<file path="src/rtl/mips_enc_pkg.sv">
// Mnemonic codes, MIPS opcode/funct constants and field-selection helpers shared by the encoder.
// Optional field checking is enabled by defining MIPS_ENC_CHECK_EN.
package mips_enc_pkg;

  localparam int NUM_MNEM = 20;

  typedef enum logic [4:0] {
    M_ADD  = 5'd0,
    M_SUB  = 5'd1,
    M_AND  = 5'd2,
    M_OR   = 5'd3,
    M_XOR  = 5'd4,
    M_SLL  = 5'd5,
    M_SRL  = 5'd6,
    M_SRA  = 5'd7,
    M_JR   = 5'd8,
    M_ADDI = 5'd9,
    M_ANDI = 5'd10,
    M_ORI  = 5'd11,
    M_XORI = 5'd12,
    M_LW   = 5'd13,
    M_SW   = 5'd14,
    M_BEQ  = 5'd15,
    M_BNE  = 5'd16,
    M_LUI  = 5'd17,
    M_J    = 5'd18,
    M_JAL  = 5'd19
  } mnem_e;

  localparam logic [5:0] OP_R    = 6'b000000;
  localparam logic [5:0] OP_ADDI = 6'b001000;
  localparam logic [5:0] OP_ANDI = 6'b001100;
  localparam logic [5:0] OP_ORI  = 6'b001101;
  localparam logic [5:0] OP_XORI = 6'b001110;
  localparam logic [5:0] OP_LW   = 6'b100011;
  localparam logic [5:0] OP_SW   = 6'b101011;
  localparam logic [5:0] OP_BEQ  = 6'b000100;
  localparam logic [5:0] OP_BNE  = 6'b000101;
  localparam logic [5:0] OP_LUI  = 6'b001111;
  localparam logic [5:0] OP_J    = 6'b000010;
  localparam logic [5:0] OP_JAL  = 6'b000011;

  localparam logic [5:0] FN_ADD = 6'b100000;
  localparam logic [5:0] FN_SUB = 6'b100010;
  localparam logic [5:0] FN_AND = 6'b100100;
  localparam logic [5:0] FN_OR  = 6'b100101;
  localparam logic [5:0] FN_XOR = 6'b100110;
  localparam logic [5:0] FN_SLL = 6'b000000;
  localparam logic [5:0] FN_SRL = 6'b000010;
  localparam logic [5:0] FN_SRA = 6'b000011;
  localparam logic [5:0] FN_JR  = 6'b001000;

  function automatic logic [5:0] rtype_funct(input logic [4:0] m);
    logic [5:0] f;
    f = FN_ADD;
    case (m)
      M_SUB:   f = FN_SUB;
      M_AND:   f = FN_AND;
      M_OR:    f = FN_OR;
      M_XOR:   f = FN_XOR;
      M_SLL:   f = FN_SLL;
      M_SRL:   f = FN_SRL;
      M_SRA:   f = FN_SRA;
      M_JR:    f = FN_JR;
      default: f = FN_ADD;
    endcase
    return f;
  endfunction

  // Opcode for I- and J-type mnemonics; R-type and illegal codes yield OP_R.
  function automatic logic [5:0] major_opcode(input logic [4:0] m);
    logic [5:0] op;
    op = OP_R;
    case (m)
      M_ADDI:  op = OP_ADDI;
      M_ANDI:  op = OP_ANDI;
      M_ORI:   op = OP_ORI;
      M_XORI:  op = OP_XORI;
      M_LW:    op = OP_LW;
      M_SW:    op = OP_SW;
      M_BEQ:   op = OP_BEQ;
      M_BNE:   op = OP_BNE;
      M_LUI:   op = OP_LUI;
      M_J:     op = OP_J;
      M_JAL:   op = OP_JAL;
      default: op = OP_R;
    endcase
    return op;
  endfunction

endpackage

</file>
<file path="src/rtl/mips_instr_encoder_if.sv">
// Request/response bundle of the instruction encoder: encode request in, addressed word stream out.
interface mips_instr_encoder_if #(
  parameter int ADDR_W = 8
);
  logic              in_valid;
  logic              in_ready;
  logic [4:0]        mnem;
  logic [4:0]        rs;
  logic [4:0]        rt;
  logic [4:0]        rd;
  logic [4:0]        shamt;
  logic [15:0]       imm;
  logic [25:0]       target;
  logic              out_valid;
  logic              out_ready;
  logic [31:0]       out_instr;
  logic [ADDR_W-1:0] out_addr;

  modport master (
    output in_valid, mnem, rs, rt, rd, shamt, imm, target, out_ready,
    input  in_ready, out_valid, out_instr, out_addr
  );

  modport slave (
    input  in_valid, mnem, rs, rt, rd, shamt, imm, target, out_ready,
    output in_ready, out_valid, out_instr, out_addr
  );
endinterface

</file>
<file path="src/rtl/mips_instr_encoder_enc_fifo.sv">
// Synchronous FIFO with combinational head read; full/empty come from an occupancy count.
// flush empties it synchronously and has priority over push/pop.
module enc_fifo #(
  parameter int DEPTH = 4,
  parameter int WIDTH = 40
) (
  input  logic             clk,
  input  logic             clrn,
  input  logic             flush,
  input  logic             push,
  input  logic [WIDTH-1:0] din,
  input  logic             pop,
  output logic [WIDTH-1:0] dout,
  output logic             full,
  output logic             empty
);
  localparam int PTR_W = (DEPTH > 1) ? $clog2(DEPTH) : 1;
  localparam int CNT_W = $clog2(DEPTH + 1);

  logic [WIDTH-1:0] mem [DEPTH];
  logic [PTR_W-1:0] wr_ptr_reg;
  logic [PTR_W-1:0] rd_ptr_reg;
  logic [CNT_W-1:0] count_reg;
  logic             push_en;
  logic             pop_en;

  assign full    = (count_reg == CNT_W'(DEPTH));
  assign empty   = (count_reg == '0);
  assign push_en = push & ~full & ~flush;
  assign pop_en  = pop & ~empty & ~flush;
  assign dout    = mem[rd_ptr_reg];

  // Storage carries no reset: the head is masked by the encoder whenever empty is set.
  always_ff @(posedge clk) begin
    if (push_en) begin
      mem[wr_ptr_reg] <= din;
    end
  end

  // Pointers wrap naturally because DEPTH is a power of two.
  always_ff @(posedge clk or negedge clrn) begin
    if (!clrn) begin
      wr_ptr_reg <= '0;
      rd_ptr_reg <= '0;
      count_reg  <= '0;
    end else if (flush) begin
      wr_ptr_reg <= '0;
      rd_ptr_reg <= '0;
      count_reg  <= '0;
    end else begin
      if (push_en) begin
        wr_ptr_reg <= wr_ptr_reg + PTR_W'(1);
      end
      if (pop_en) begin
        rd_ptr_reg <= rd_ptr_reg + PTR_W'(1);
      end
      count_reg <= count_reg + CNT_W'(push_en) - CNT_W'(pop_en);
    end
  end

endmodule

</file>
<file path="src/rtl/mips_instr_encoder.sv">
// Builds 32-bit MIPS words from mnemonic + operand fields and queues them with word addresses.
// Define MIPS_ENC_CHECK_EN to reject requests with non-zero unused fields instead of zeroing them.
module mips_instr_encoder
  import mips_enc_pkg::*;
#(
  parameter int DEPTH     = 4,
  parameter int ADDR_W    = 8,
  parameter int BASE_ADDR = 0
) (
  input  logic                  clk,
  input  logic                  clrn,
  input  logic                  flush,
  mips_instr_encoder_if.slave   bus,
  output logic                  err,
  output logic [7:0]            err_cnt
);
  localparam int ENTRY_W = ADDR_W + 32;

  logic               full;
  logic               empty;
  logic [ENTRY_W-1:0] head;
  logic [31:0]        enc_word;
  logic               mnem_ok;
  logic               req_ok;
  logic               accept;
  logic               push;
  logic               drop;
  logic               pop;
  logic [ADDR_W-1:0]  push_addr_reg;
  logic [ADDR_W-1:0]  pop_addr_reg;
  logic               err_reg;
  logic [7:0]         err_cnt_reg;

  always_comb begin
    enc_word = '0;
    mnem_ok  = 1'b1;
    case (bus.mnem)
      M_ADD, M_SUB, M_AND, M_OR, M_XOR:
        enc_word = {OP_R, bus.rs, bus.rt, bus.rd, 5'd0, rtype_funct(bus.mnem)};
      M_SLL, M_SRL, M_SRA:
        enc_word = {OP_R, 5'd0, bus.rt, bus.rd, bus.shamt, rtype_funct(bus.mnem)};
      M_JR:
        enc_word = {OP_R, bus.rs, 15'd0, FN_JR};
      M_ADDI, M_ANDI, M_ORI, M_XORI, M_LW, M_SW, M_BEQ, M_BNE:
        enc_word = {major_opcode(bus.mnem), bus.rs, bus.rt, bus.imm};
      M_LUI:
        enc_word = {OP_LUI, 5'd0, bus.rt, bus.imm};
      M_J, M_JAL:
        enc_word = {major_opcode(bus.mnem), bus.target};
      default:
        mnem_ok = 1'b0;
    endcase
  end

`ifdef MIPS_ENC_CHECK_EN
  logic field_bad;

  always_comb begin
    field_bad = 1'b0;
    case (bus.mnem)
      M_ADD, M_SUB, M_AND, M_OR, M_XOR: field_bad = (bus.shamt != 5'd0);
      M_SLL, M_SRL, M_SRA:              field_bad = (bus.rs != 5'd0);
      M_LUI:                            field_bad = (bus.rs != 5'd0);
      M_JR:                             field_bad = |{bus.rt, bus.rd, bus.shamt};
      default:                          field_bad = 1'b0;
    endcase
  end

  assign req_ok = mnem_ok & ~field_bad;
`else
  assign req_ok = mnem_ok;
`endif

  // Rejected requests are still handshaken so the producer never stalls on a bad code.
  assign accept = bus.in_valid & ~full;
  assign push   = accept & req_ok & ~flush;
  assign drop   = accept & ~req_ok & ~flush;
  assign pop    = bus.out_ready & ~empty & ~flush;

  enc_fifo #(
    .DEPTH (DEPTH),
    .WIDTH (ENTRY_W)
  ) u_fifo (
    .clk   (clk),
    .clrn  (clrn),
    .flush (flush),
    .push  (push),
    .din   ({push_addr_reg, enc_word}),
    .pop   (pop),
    .dout  (head),
    .full  (full),
    .empty (empty)
  );

  assign bus.in_ready  = ~full;
  assign bus.out_valid = ~empty;
  assign bus.out_instr = empty ? 32'd0 : head[31:0];
  // When nothing is queued, show the address the next popped word will carry.
  assign bus.out_addr  = empty ? pop_addr_reg : head[ENTRY_W-1:32];

  always_ff @(posedge clk or negedge clrn) begin
    if (!clrn) begin
      push_addr_reg <= ADDR_W'(BASE_ADDR);
      pop_addr_reg  <= ADDR_W'(BASE_ADDR);
    end else if (flush) begin
      push_addr_reg <= ADDR_W'(BASE_ADDR);
      pop_addr_reg  <= ADDR_W'(BASE_ADDR);
    end else begin
      if (push) begin
        push_addr_reg <= push_addr_reg + ADDR_W'(1);
      end
      if (pop) begin
        pop_addr_reg <= pop_addr_reg + ADDR_W'(1);
      end
    end
  end

  always_ff @(posedge clk or negedge clrn) begin
    if (!clrn) begin
      err_reg     <= 1'b0;
      err_cnt_reg <= 8'd0;
    end else if (flush) begin
      err_reg     <= 1'b0;
      err_cnt_reg <= 8'd0;
    end else if (drop) begin
      err_reg <= 1'b1;
      if (err_cnt_reg != 8'hFF) begin
        err_cnt_reg <= err_cnt_reg + 8'd1;
      end
    end
  end

  assign err     = err_reg;
  assign err_cnt = err_cnt_reg;

endmodule

</file>
<file path="src/flat_wrapper.sv">
// flat-port wrapper written by rule: the top's interface ports become plain ports
module mips_instr_encoder_flat import mips_enc_pkg::*;
#(
  parameter int DEPTH     = 4,
  parameter int ADDR_W    = 8,
  parameter int BASE_ADDR = 0
)
  (clk, clrn, flush, err, err_cnt, bus_in_valid, bus_mnem, bus_rs, bus_rt, bus_rd, bus_shamt, bus_imm, bus_target, bus_out_ready, bus_in_ready, bus_out_valid, bus_out_instr, bus_out_addr);
  mips_instr_encoder_if #(.ADDR_W(ADDR_W)) bus_i ();
  input  logic clk;
  input  logic clrn;
  input  logic flush;
  output logic err;
  output logic [7:0] err_cnt;
  input wire logic [$bits(bus_i.in_valid)-1:0] bus_in_valid;
  input wire logic [$bits(bus_i.mnem)-1:0] bus_mnem;
  input wire logic [$bits(bus_i.rs)-1:0] bus_rs;
  input wire logic [$bits(bus_i.rt)-1:0] bus_rt;
  input wire logic [$bits(bus_i.rd)-1:0] bus_rd;
  input wire logic [$bits(bus_i.shamt)-1:0] bus_shamt;
  input wire logic [$bits(bus_i.imm)-1:0] bus_imm;
  input wire logic [$bits(bus_i.target)-1:0] bus_target;
  input wire logic [$bits(bus_i.out_ready)-1:0] bus_out_ready;
  output wire logic [$bits(bus_i.in_ready)-1:0] bus_in_ready;
  output wire logic [$bits(bus_i.out_valid)-1:0] bus_out_valid;
  output wire logic [$bits(bus_i.out_instr)-1:0] bus_out_instr;
  output wire logic [$bits(bus_i.out_addr)-1:0] bus_out_addr;
  assign bus_i.in_valid = bus_in_valid;
  assign bus_i.mnem = bus_mnem;
  assign bus_i.rs = bus_rs;
  assign bus_i.rt = bus_rt;
  assign bus_i.rd = bus_rd;
  assign bus_i.shamt = bus_shamt;
  assign bus_i.imm = bus_imm;
  assign bus_i.target = bus_target;
  assign bus_i.out_ready = bus_out_ready;
  assign bus_in_ready = bus_i.in_ready;
  assign bus_out_valid = bus_i.out_valid;
  assign bus_out_instr = bus_i.out_instr;
  assign bus_out_addr = bus_i.out_addr;
  mips_instr_encoder #(.DEPTH(DEPTH), .ADDR_W(ADDR_W), .BASE_ADDR(BASE_ADDR)) u_core (.clk(clk), .clrn(clrn), .flush(flush), .bus(bus_i), .err(err), .err_cnt(err_cnt));
endmodule
</file>
<file path="config.mk">
export PLATFORM = sky130hd
export DESIGN_NAME = mips_instr_encoder_flat
export DESIGN_NICKNAME = d
export VERILOG_FILES = /design/src/rtl/mips_enc_pkg.sv /design/src/rtl/mips_instr_encoder_if.sv /design/src/rtl/mips_instr_encoder_enc_fifo.sv /design/src/rtl/mips_instr_encoder.sv /design/src/flat_wrapper.sv
export SDC_FILE = /design/constraint.sdc
export NUM_CORES = 1
export LEC_CHECK = 0
export ABC_AREA = 1
export CAP_MARGIN = 0
export CORE_MARGIN = 3
export CORE_UTILIZATION = 31
export DETAILED_ROUTE_END_ITERATION = 8
export GPL_ROUTABILITY_DRIVEN = 1
export GPL_TIMING_DRIVEN = 1
export SLEW_MARGIN = 40
export SYNTH_ARGS = -nofsm -noshare
export SYNTH_HDL_FRONTEND = slang
export SYNTH_SLANG_ARGS = --single-unit
</file>
<file path="constraint.sdc">
create_clock -name clk -period 8.8 [get_ports clk]
set_input_delay 1.76 -clock clk [delete_from_list [all_inputs] [get_ports clk]]
set_output_delay 1.76 -clock clk [all_outputs]
set_load 0.02 [all_outputs]
</file>
Word-level counts from Yosys, hierarchy flattened
Memory sizes are Yosys's and may differ from the RTL's.
Index checks and enable logic that the tools add are counted.
{ "classes": {"eq_ne": 21, "n_mux": 22, "bitwise_logic": 15, "n_addsub": 7, "reduce_logical": 14} }
{ "ops": {"columns": ["op", "n"], "rows": [
  ["one-hot mux 32 bit (6 select lines)", 1],
  ["2-to-1 mux 8 bit", 8],
  ["equality test 5 x 4 -> 1 bit (second input constant)", 8],
  ["2-to-1 mux 32 bit", 1],
  ["adder 8 x 1 -> 8 bit (second input constant)", 3],
  ["equality test 5 x 3 -> 1 bit (second input constant)", 4],
  ["equality test 5 bit (second input constant)", 4],
  ["OR reduction 20 bit", 1],
  ["2-to-1 mux 6 bit", 2],
  ["nonzero test 2 bit", 6],
  ["bitwise AND 1 bit", 11],
  ["equality test 5 x 2 -> 1 bit (second input constant)", 2],
  ["2-to-1 mux 2 bit", 4],
  ["!= test 8 bit (second input constant)", 1],
  ["OR reduction 8 bit", 1],
  ["equality test 5 x 1 -> 1 bit (second input constant)", 1],
  ["zero test 5 bit", 1],
  ["2-to-1 mux 1 bit", 5],
  ["OR reduction 5 bit", 1],
  ["adder 2 x 1 -> 2 bit (second input constant)", 2],
  ["inverter 1 bit", 4],
  ["adder 3 x 1 -> 3 bit", 1],
  ["equality test 3 bit (second input constant)", 1],
  ["zero test 3 bit", 1],
  ["5 further kinds", 5]
]} }
{ "word_totals": {"output_inout_bits": 51, "ramBits": 160, "mem_count": 5, "elab_cells": 91, "inputBits": 72, "rom_bits": 480, "ff_bits": 32} }
{ "memory_table": {"columns": ["name", "depth", "word_bits", "read_ports", "rd_ports_with_merged_regs", "wr", "line_no", "rtl"], "rows": [
  ["(name not given)", 32, 5, 1, 0, 0, "mips_enc_pkg.sv:74", "case (m)"],
  ["(name not given)", 32, 5, 1, 0, 0, "mips_enc_pkg.sv:74", null],
  ["u_core.u_fifo.mem", 4, 40, 1, 0, 1, "mips_instr_encoder_enc_fifo.sv:20", "logic [WIDTH-1:0] mem [DEPTH];"],
  ["(name not given)", 16, 5, 1, 0, 0, "mips_enc_pkg.sv:56", "case (m)"],
  ["(name not given)", 16, 5, 1, 0, 0, "mips_enc_pkg.sv:56", null]
]} }

Longest topological paths before layout
Gate-level depths: netlist of run 1.
{ "depth": {"ltp_word": 10, "depth_mapped": 16, "mapped_depth_nobuf": 16} }

Modules after synthesis
A second synthesis of run 1 with hierarchy kept.
{ "unflattened": {"cells_unflattened": 876, "area_unflattened_um2": 8974.9} }
{ "by_module_without_submodules": {"columns": ["mod", "area_per_inst_um2", "instances", "seq_area_each_um2", "cells_each"], "rows": [
  ["enc_fifo", 6399.9, 1, 4979.8, 449],
  ["mips_instr_encoder", 2575.0, 1, 625.6, 427]
]} }

Least setup slack after synthesis of run 1
OpenSTA, ideal clock, no wires.
{ "synth_timing": {"path_kind": "input to register", "startpoint": "in bus_mnem[1]", "endpoint": "mem u_core.u_fifo.mem[0][0] (enable)", "slack_ns": 3.942, "cell_stages": 8, "arrival_time_ns": 4.423, "n_path_buf": 0, "setup_time_ns": 0.435, "cell_sequence": "inv_1 -> ha_1 -> nor2_1 -> a21oi_2 -> nor2_4 -> nand3_4 -> nand3_4 -> nor2_1"} }
{ "synth_between": {"elab_chain_len": 9} }
{ "synth_lines": {"columns": ["element", "line_no", "rtl"], "rows": [
  ["start, declared", "flat_wrapper.sv:16", "input wire logic [$bits(bus_i.mnem)-1:0] bus_mnem;"],
  ["equality test 5 x 4 -> 1 bit (tied with other cells)", "mips_instr_encoder.sv:37", "case (bus.mnem)"],
  ["OR reduction 20 bit (no line) (*)", null, null],
  ["2-to-1 mux 1 bit (*)", "mips_instr_encoder.sv:37", null],
  ["bitwise AND 1 bit (*) (2 in series)", "mips_instr_encoder.sv:76", "assign push = accept & req_ok & ~flush;"],
  ["bitwise AND 1 bit (*) (2 in series)", "mips_instr_encoder_enc_fifo.sv:29", "assign push_en = push & ~full & ~flush;"],
  ["2-to-1 mux 1 bit (*)", "mips_instr_encoder_enc_fifo.sv:35", "if (push_en) begin"],
  ["2-to-1 mux 1 bit (implied by the code) (*)", "mips_instr_encoder_enc_fifo.sv:36", "mem[wr_ptr_reg] <= din;"],
  ["end, declared", "mips_instr_encoder_enc_fifo.sv:20", null]
]} }
Mark *: on every way between the ends. The rest lies on a longest branch, timed or not.

Worst setup path in the final report of run 1
{ "layout_timing": {"startpoint": "reg u_core.u_fifo.rd_ptr_reg[1]", "endpoint": "out bus_out_instr[28]"} }
{ "layout_between": {"elab_chain_len": 2} }
{ "layout_lines": {"columns": ["element", "line_no", "rtl"], "rows": [
  ["start, declared", "mips_instr_encoder_enc_fifo.sv:22", "logic [PTR_W-1:0] rd_ptr_reg;"],
  ["start signal, assigned", "mips_instr_encoder_enc_fifo.sv:55", "rd_ptr_reg <= rd_ptr_reg + PTR_W'(1);"],
  ["memory (4 x 40 bit)", null, null],
  ["2-to-1 mux 32 bit", "mips_instr_encoder.sv:97", "assign bus.out_instr = empty ? 32'd0 : head[31:0];"],
  ["end, declared", "flat_wrapper.sv:26", "output wire logic [$bits(bus_i.out_instr)-1:0] bus_out_instr;"]
]} }
Every way passes these cells.

==> run metrics, run 1 <==
CTS-repair resized insts=0; Post-Syn Nets=950; antenna violations before repair=1; Worst Tran Pin Value=0.801 ns; crit start category=register; DR WL/cell=16.5 um; Core ar.=0.0273 sq mm; Post-Syn Instances=860; area of the multi-input gates=0.00287 sq mm; TNS Setup=0 ns; #FFs+latches synth=188; CTS Buf Count=17; Via Count=6518; Hold Path End=u_core.err; CP max-delay cell=clkdlybuf4s50_1; outcome=completed; Hold Fails Final Rpt=0; DRC=0; CP Cell Sequence=buf_4 > inv_1 > buf_4 > nor2_1 > o21ai_0 > a21oi_1 > clkdlybuf4s50_1; Post CTS Setup Buffer Count=0; first-pass GRT wire length=35.6 mm; leak pwr=0.00409 uW; CP max stage delay=0.69 ns; post-cts hold buffer count=0; Max Fclk=198 MHz; final worst clock skew=0.00973 ns; setup slack, reg-to-reg=6.21 ns; clk_lat worst skew=0.43 ns; grt ovf=0; kind of critical path=reg -> out; Final HPWL DP=14.2 mm; HP Start=u_core.err; max_cap viols=0; Critical Path Sink Type=primary output; Seq/Total Area, Yosys=62.9%; Antenna Nets Post-Route=0; HP Class=reg -> reg; YS warnings=0; drt pass-1 iters=6; IR drop worst, VDD=0.133 mV; 1st-iter DRT viols=606; Rel. slew slack=46.1%; CTS Root Cell=clkbuf_16; Layout area overhead=24.9%; row count=60; Clock Pin Slew Worst Setup and Hold Paths=0.07 ns; pwr/cell area=240 mW/mm^2; CP required=7.04 ns; crit path DAT=3.30 ns; Storage cell area=0.00549 sq mm; RSZ-0062 raised after global routing=false; main flop type after synthesis=edfxtp_1; mean post-synth cell area=10.1 sq um; Tot GR Track Use=14.9%; Vias/cell=4.82; crit-path max FO=42; die height=174 um; Post-synth ARST share=17.0%; vias in the first global route=6443; Netlist cell types=39; Clock Tree Buf Depth=2; share of cells above drive strength 1=7.55%; RePlAce Congestion=0.837; Post-Syn Area=0.00872 sq mm; CTS H-tree depth=4; NumNets Final=1057; worst r2r path cells=11; Slew Limit Fails=0; minimum clock period=5.06 ns; I/O pin cnt=123; DRT Wirelength=22.3 mm; Largest Register=u_core.u_fifo.mem; utilization after layout=39.8%; initial core utilization=31.9%; Min-Delay Path Depth=2; largest net degree at the start of global routing=80; FILL cells=2643; Reg2Reg Launch Point=u_core.u_fifo.count_reg[1]; FF-to-FF End=u_core.u_fifo.count_reg[2]; CP dominant cell by count=buf_4; Final period util=57.5%; Post-synth EDFFs=156; max reg flops=156; port bufs=121; CTS tree=built; Die W=174 um; Final setup violation count=0; clock sinks=188; die area=0.0302 sq mm
[cell usage after synthesis, types with 2 or more instances]
cell type	number	area, sq um
nor2_1	172	646
edfxtp_1	156	4680
nand2_1	112	420
o21ai_0	106	531
nand3_1	52	260
inv_1	47	176
a21oi_1	39	195
dfrtp_1	32	801
clkbuf_1	27	101
ha_1	17	213
buf_2	12	60.1
nand4_1	9	56.3
o21ai_1	9	45.0
o22ai_1	9	56.3
xor2_1	9	78.8
nand2_2	8	50.1
nor3_1	8	40.0
inv_2	4	15.0
buf_4	3	22.5
nor3_2	3	30.0
xnor2_1	3	26.3
nand3_2	2	20.0
nand3_4	2	35.0
nor2_2	2	12.5
nor2_4	2	22.5
nor4_1	2	12.5
[cell type report]
cell class / count / share of cell area, %
Sequential cell: 188 / 50.4
Multi-Input combinational cell: 576 / 26.4
Timing Repair Buffer: 132 / 11.9
Tap cell: 372 / 4.27
Clock buffer: 18 / 3.94
Inverter: 52 / 1.80
Clock inverter: 14 / 1.26
Antenna cell: 1 / 0.0230
[worst max path at each step]
stage / from / cells after the start / slack, ns / endpoint
finish: u_core.u_fifo.rd_ptr_reg[1] / 7 / 3.74 / bus_out_instr[28]
global route: u_core.u_fifo.rd_ptr_reg[1] / 7 / 3.54 / bus_out_instr[28]
CTS: u_core.u_fifo.rd_ptr_reg[1] / 7 / 3.73 / bus_out_instr[28]
detailed placement: bus_mnem[1] / 10 / 3.82 / u_core.u_fifo.mem[0][33]
global placement: bus_mnem[1] / 15 / 3.88 / u_core.u_fifo.count_reg[2]
floorplan: bus_mnem[1] / 8 / 3.94 / u_core.u_fifo.mem[0][0]
[worst max-delay path: cells and delay by family, from the launching register on]
family	cells	cell delay, ns
buf+inv	4	1.92
compound gates	2	0.46
flops	1	0.32
simple gates	1	0.15
[cell families (layout without fill, tap and decap cells)]
family / after synthesis / after routing / synth area share, %
adder cells (fa/ha/maj): 18 / 18 / 2.67
flip-flops: 188 / 188 / 62.9
buffers and inverters: 96 / 216 / 4.52
AND/OR/NAND/NOR: 375 / 375 / 18.5
other: 1 / 2 / 0.0430
AO/OA/AOI/OAI: 170 / 170 / 10.2
XOR/XNOR: 12 / 12 / 1.21
[routing by layer]
layer  wire length (um)  share of wire [%]  vias to the layer above  track usage (%)
li1                   -                  -                     3169                -
met1              10200                 46                     3144             19.5
met3               1200                5.4                       19             3.61
met2              10700                 48                      184             24.7
met4                212               0.95                        2             3.69
met5                 13              0.058                        -                0
[cell usage in the layout (no fill, tap or decap), types with 5 or more instances in the layout]
cell type        count
nand2_2              9
inv_1               46
nand4_1              9
clkinv_4             5
edfxtp_1           156
buf_4               10
clkbuf_16           17
o21ai_1              9
nor2_1             168
nand2_1            111
xor2_1               9
inv_2                5
nor3_1               8
dfrtp_1             31
o21ai_0            106
clkdlybuf4s50_1    121
ha_1                17
nand3_1             52
a21oi_1             39
o22ai_1              9
nor2_4               6
[through the flow]
| step | cell area [sq um] | hold slack (ns) | setup slack (ns) | total power, uW | instances |
|---|---|---|---|---|---|
| 2_1_floorplan | 8720 | 0.499 | 3.94 | 1520 | 860 |
| 3_3_place_gp | 10300 | 0.532 | 3.88 | 1900 | 1320 |
| 3_5_place_dp | 10300 | 0.538 | 3.82 | 1900 | 1320 |
| 4_1_cts | 10900 | 0.555 | 3.73 | 2630 | 1352 |
| 5_1_grt | 10900 | 0.588 | 3.54 | 2740 | 1352 |
| 6_report | 10900 | 0.552 | 3.74 | 2610 | 1353 |
[power breakdown]
group	switching (uW)	leakage [uW]	internal, uW	total (uW)
Combinational	534	0.00192	309	844
Clock	341	0.000267	396	736
Sequential	21.2	0.00190	1010	1030
Total	896	0.00409	1710	2610
(Power assumes the default switching activity.)
==> run 2, diff against run 1 <==
Clock period 8.8 ns to 4.6 ns, I/O delays scaled along.
==> run 2 against run 1 <==
Against the previous run: register-to-register slack got worse by 4.3 ns; via count fell by 0.23%; design area rose by 1.1%; critical path depth fell by 1; sequential power rose by 91%; sequential share of layout area fell by 0.55 points; hold slack got worse by 0.028 ns; critical path type unchanged; largest cell class unchanged; largest power group unchanged.
==> run metrics, run 2 (synthesized netlist as in run 1, its figures left out) <==
outcome=completed (unchanged); CTS Buf Count=17 (unchanged); Inserted Diodes=0 (was 1); Final period util=84.2%; utilization after layout=40.3% (was 39.8%); DR WL/cell=16.2 um (was 16.5 um); vias in the first global route=6373 (was 6443); CTS-repair resized insts=0 (unchanged); Core ar.=0.0273 sq mm (unchanged); first-pass GRT wire length=34.8 mm (was 35.6 mm); leak pwr=0.00415 uW (was 0.00409 uW); I/O pin cnt=123 (unchanged); total power=5050 uW (was 2610 uW); drt pass-1 iters=6 (unchanged); grt ovf=0 (unchanged); Post CTS Setup Buffer Count=0 (unchanged); pre-CTS setup slack=0.486 ns (was 3.82 ns); max reg flops=156 (unchanged); Hold Fails Final Rpt=0 (unchanged); crit-path max FO=21 (was 42); crit start category=register (unchanged); CP bufs+invs=3 (was 4); CTS tree=built (unchanged); CP required=3.68 ns (was 7.04 ns); CP Cell Sequence=clkinv_1 > buf_4 > nor2_1 > o21ai_0 > a21oi_1 > clkdlybuf4s50_1 (was buf_4 > inv_1 > buf_4 > nor2_1 > o21ai_0 > a21oi_1 > clkdlybuf4s50_1); NumNets Final=1065 (was 1057); Slew Limit Fails=0 (unchanged); largest net degree at the start of global routing=80 (unchanged); max_cap viols=0 (unchanged); most common cell after layout, fill and taps aside=nor2_1 (unchanged); placement-stage cell area=0.0104 sq mm (was 0.0103 sq mm); die area=0.0302 sq mm (unchanged); HP Class=reg -> reg (unchanged); initial core utilization=31.9% (unchanged); final worst clock skew=0.0139 ns (was 0.00973 ns); antenna violations before repair=1 (unchanged); Via Count=6503 (was 6518); crit path DAT=2.95 ns (was 3.30 ns); Vias/cell=4.78 (was 4.82); 1st-iter DRT viols=397 (was 606); Layout area overhead=26.2% (was 24.9%); port bufs=121 (unchanged); RSZ-0062 raised after global routing=false (unchanged); Final setup violation count=0 (unchanged); Antenna Nets Post-Route=0 (unchanged); Max Fclk=258 MHz; CP max stage delay=0.63 ns (was 0.69 ns); Final HPWL DP=14.3 mm (was 14.2 mm); pwr/cell area=459 mW/mm^2 (was 240 mW/mm^2); Clock Tree Buf Depth=2 (unchanged); FILL cells=2676 (was 2643); Die W=174 um (unchanged); Tot GR Track Use=14.6% (was 14.9%); CTS Root Cell=clkbuf_16 (unchanged); IR drop worst, VDD=0.235 mV (was 0.133 mV); Post-Layout Inst Area=0.0110 sq mm (was 0.0109 sq mm); row count=60 (unchanged); minimum clock period=3.87 ns; share of cells above drive strength 1=8.30% (was 7.55%); fin worst setup slack=0.728 ns (was 3.74 ns); Worst Tran Pin Value=0.755 ns (was 0.801 ns); DRC=0 (unchanged); clk_lat worst skew=0.44 ns (was 0.43 ns); kind of critical path=reg -> out (unchanged); most frequent cells in the layout=nor2_1, edfxtp_1, clkdlybuf4s50_1, nand2_1, o21ai_0 (unchanged); Clock Pin Slew Worst Setup and Hold Paths=0.08 ns (was 0.07 ns); die height=174 um (unchanged); Critical Path Sink Type=primary output (unchanged); DRT Wirelength=22.0 mm (was 22.3 mm); Largest Register=u_core.u_fifo.mem (unchanged); RePlAce Congestion=0.855 (was 0.837); Rel. slew slack=49.4% (was 46.1%); clock sinks=188 (unchanged); CP max-delay cell=clkdlybuf4s50_1 (unchanged); CTS H-tree depth=4 (unchanged); TNS Setup=0 ns (unchanged); top cell family by delay on the critical path=buffers and inverters (unchanged); post-cts hold buffer count=0 (unchanged)
[run 2: changes by cell type in the layout (fill, tap and decap cells not counted), moves of 2 or more]
cell        before  now
buf_12           0    3
buf_4           10   15
clkinv_4         5    3
clkinv_8         0    4
clkinvlp_4       3    0
inv_8            1    5
[run 2: metal layers]
layer	routed length, um	vias up	global-route usage (%)
met2	10400	167	24.2
met3	1180	27	3.64
met1	10100	3118	19.2
li1	-	3189	-
met5	13	-	0
met4	299	2	3.79
[run 2: area by class of cell]
cell class / count / area (sq um) / share of cell area, %
multi-input combinational: 576 / 2870 / 26.1
timing repair buffer: 140 / 1400 / 12.7
clock buffer: 17 / 425 / 3.86
tap: 372 / 465 / 4.23
clock inverter: 15 / 170 / 1.55
sequential: 188 / 5490 / 49.8
inverter: 52 / 195 / 1.77
[run 2: path summary, 6_finish.rpt]
check / slack, ns / cells after the start / startpoint / end
hold / removal: 0.52 / 2 / u_core.err / u_core.err
min in group asynchronous: 0.89 / 2 / clrn / u_core.err_cnt[6]
setup / recovery: 0.73 / 6 / u_core.u_fifo.rd_ptr_reg[1] / bus_out_instr[29]
hold reg to reg: 0.52 / 2 / u_core.err / u_core.err
setup reg to reg: 1.92 / 11 / u_core.u_fifo.count_reg[1] / u_core.u_fifo.count_reg[2]
max in group asynchronous: 3.37 / 2 / clrn / u_core.u_fifo.rd_ptr_reg[0]
[run 2: power by group]
group / total (uW) / internal (uW) / switching, uW
Clock: 1450 / 733 / 719
Combinational: 1630 / 609 / 1020
Sequential: 1970 / 1930 / 40.3
Total: 5050 / 3270 / 1780
[run 2: metrics by stage]
stage	instances	hold WS [ns]
2_1_floorplan	860	0.499
3_3_place_gp	1328	0.511
3_5_place_dp	1328	0.513
4_1_cts	1360	0.529
5_1_grt	1360	0.566
6_report	1360	0.524
[run 2: worst reg2reg max path: cells and delay by family, from the launching register on]
family	cells	cell delay (ns)
simple gates	4	1.01
fa+ha+maj	3	0.80
flops	1	0.43
compound gates	2	0.23
buf+inv	2	0.10
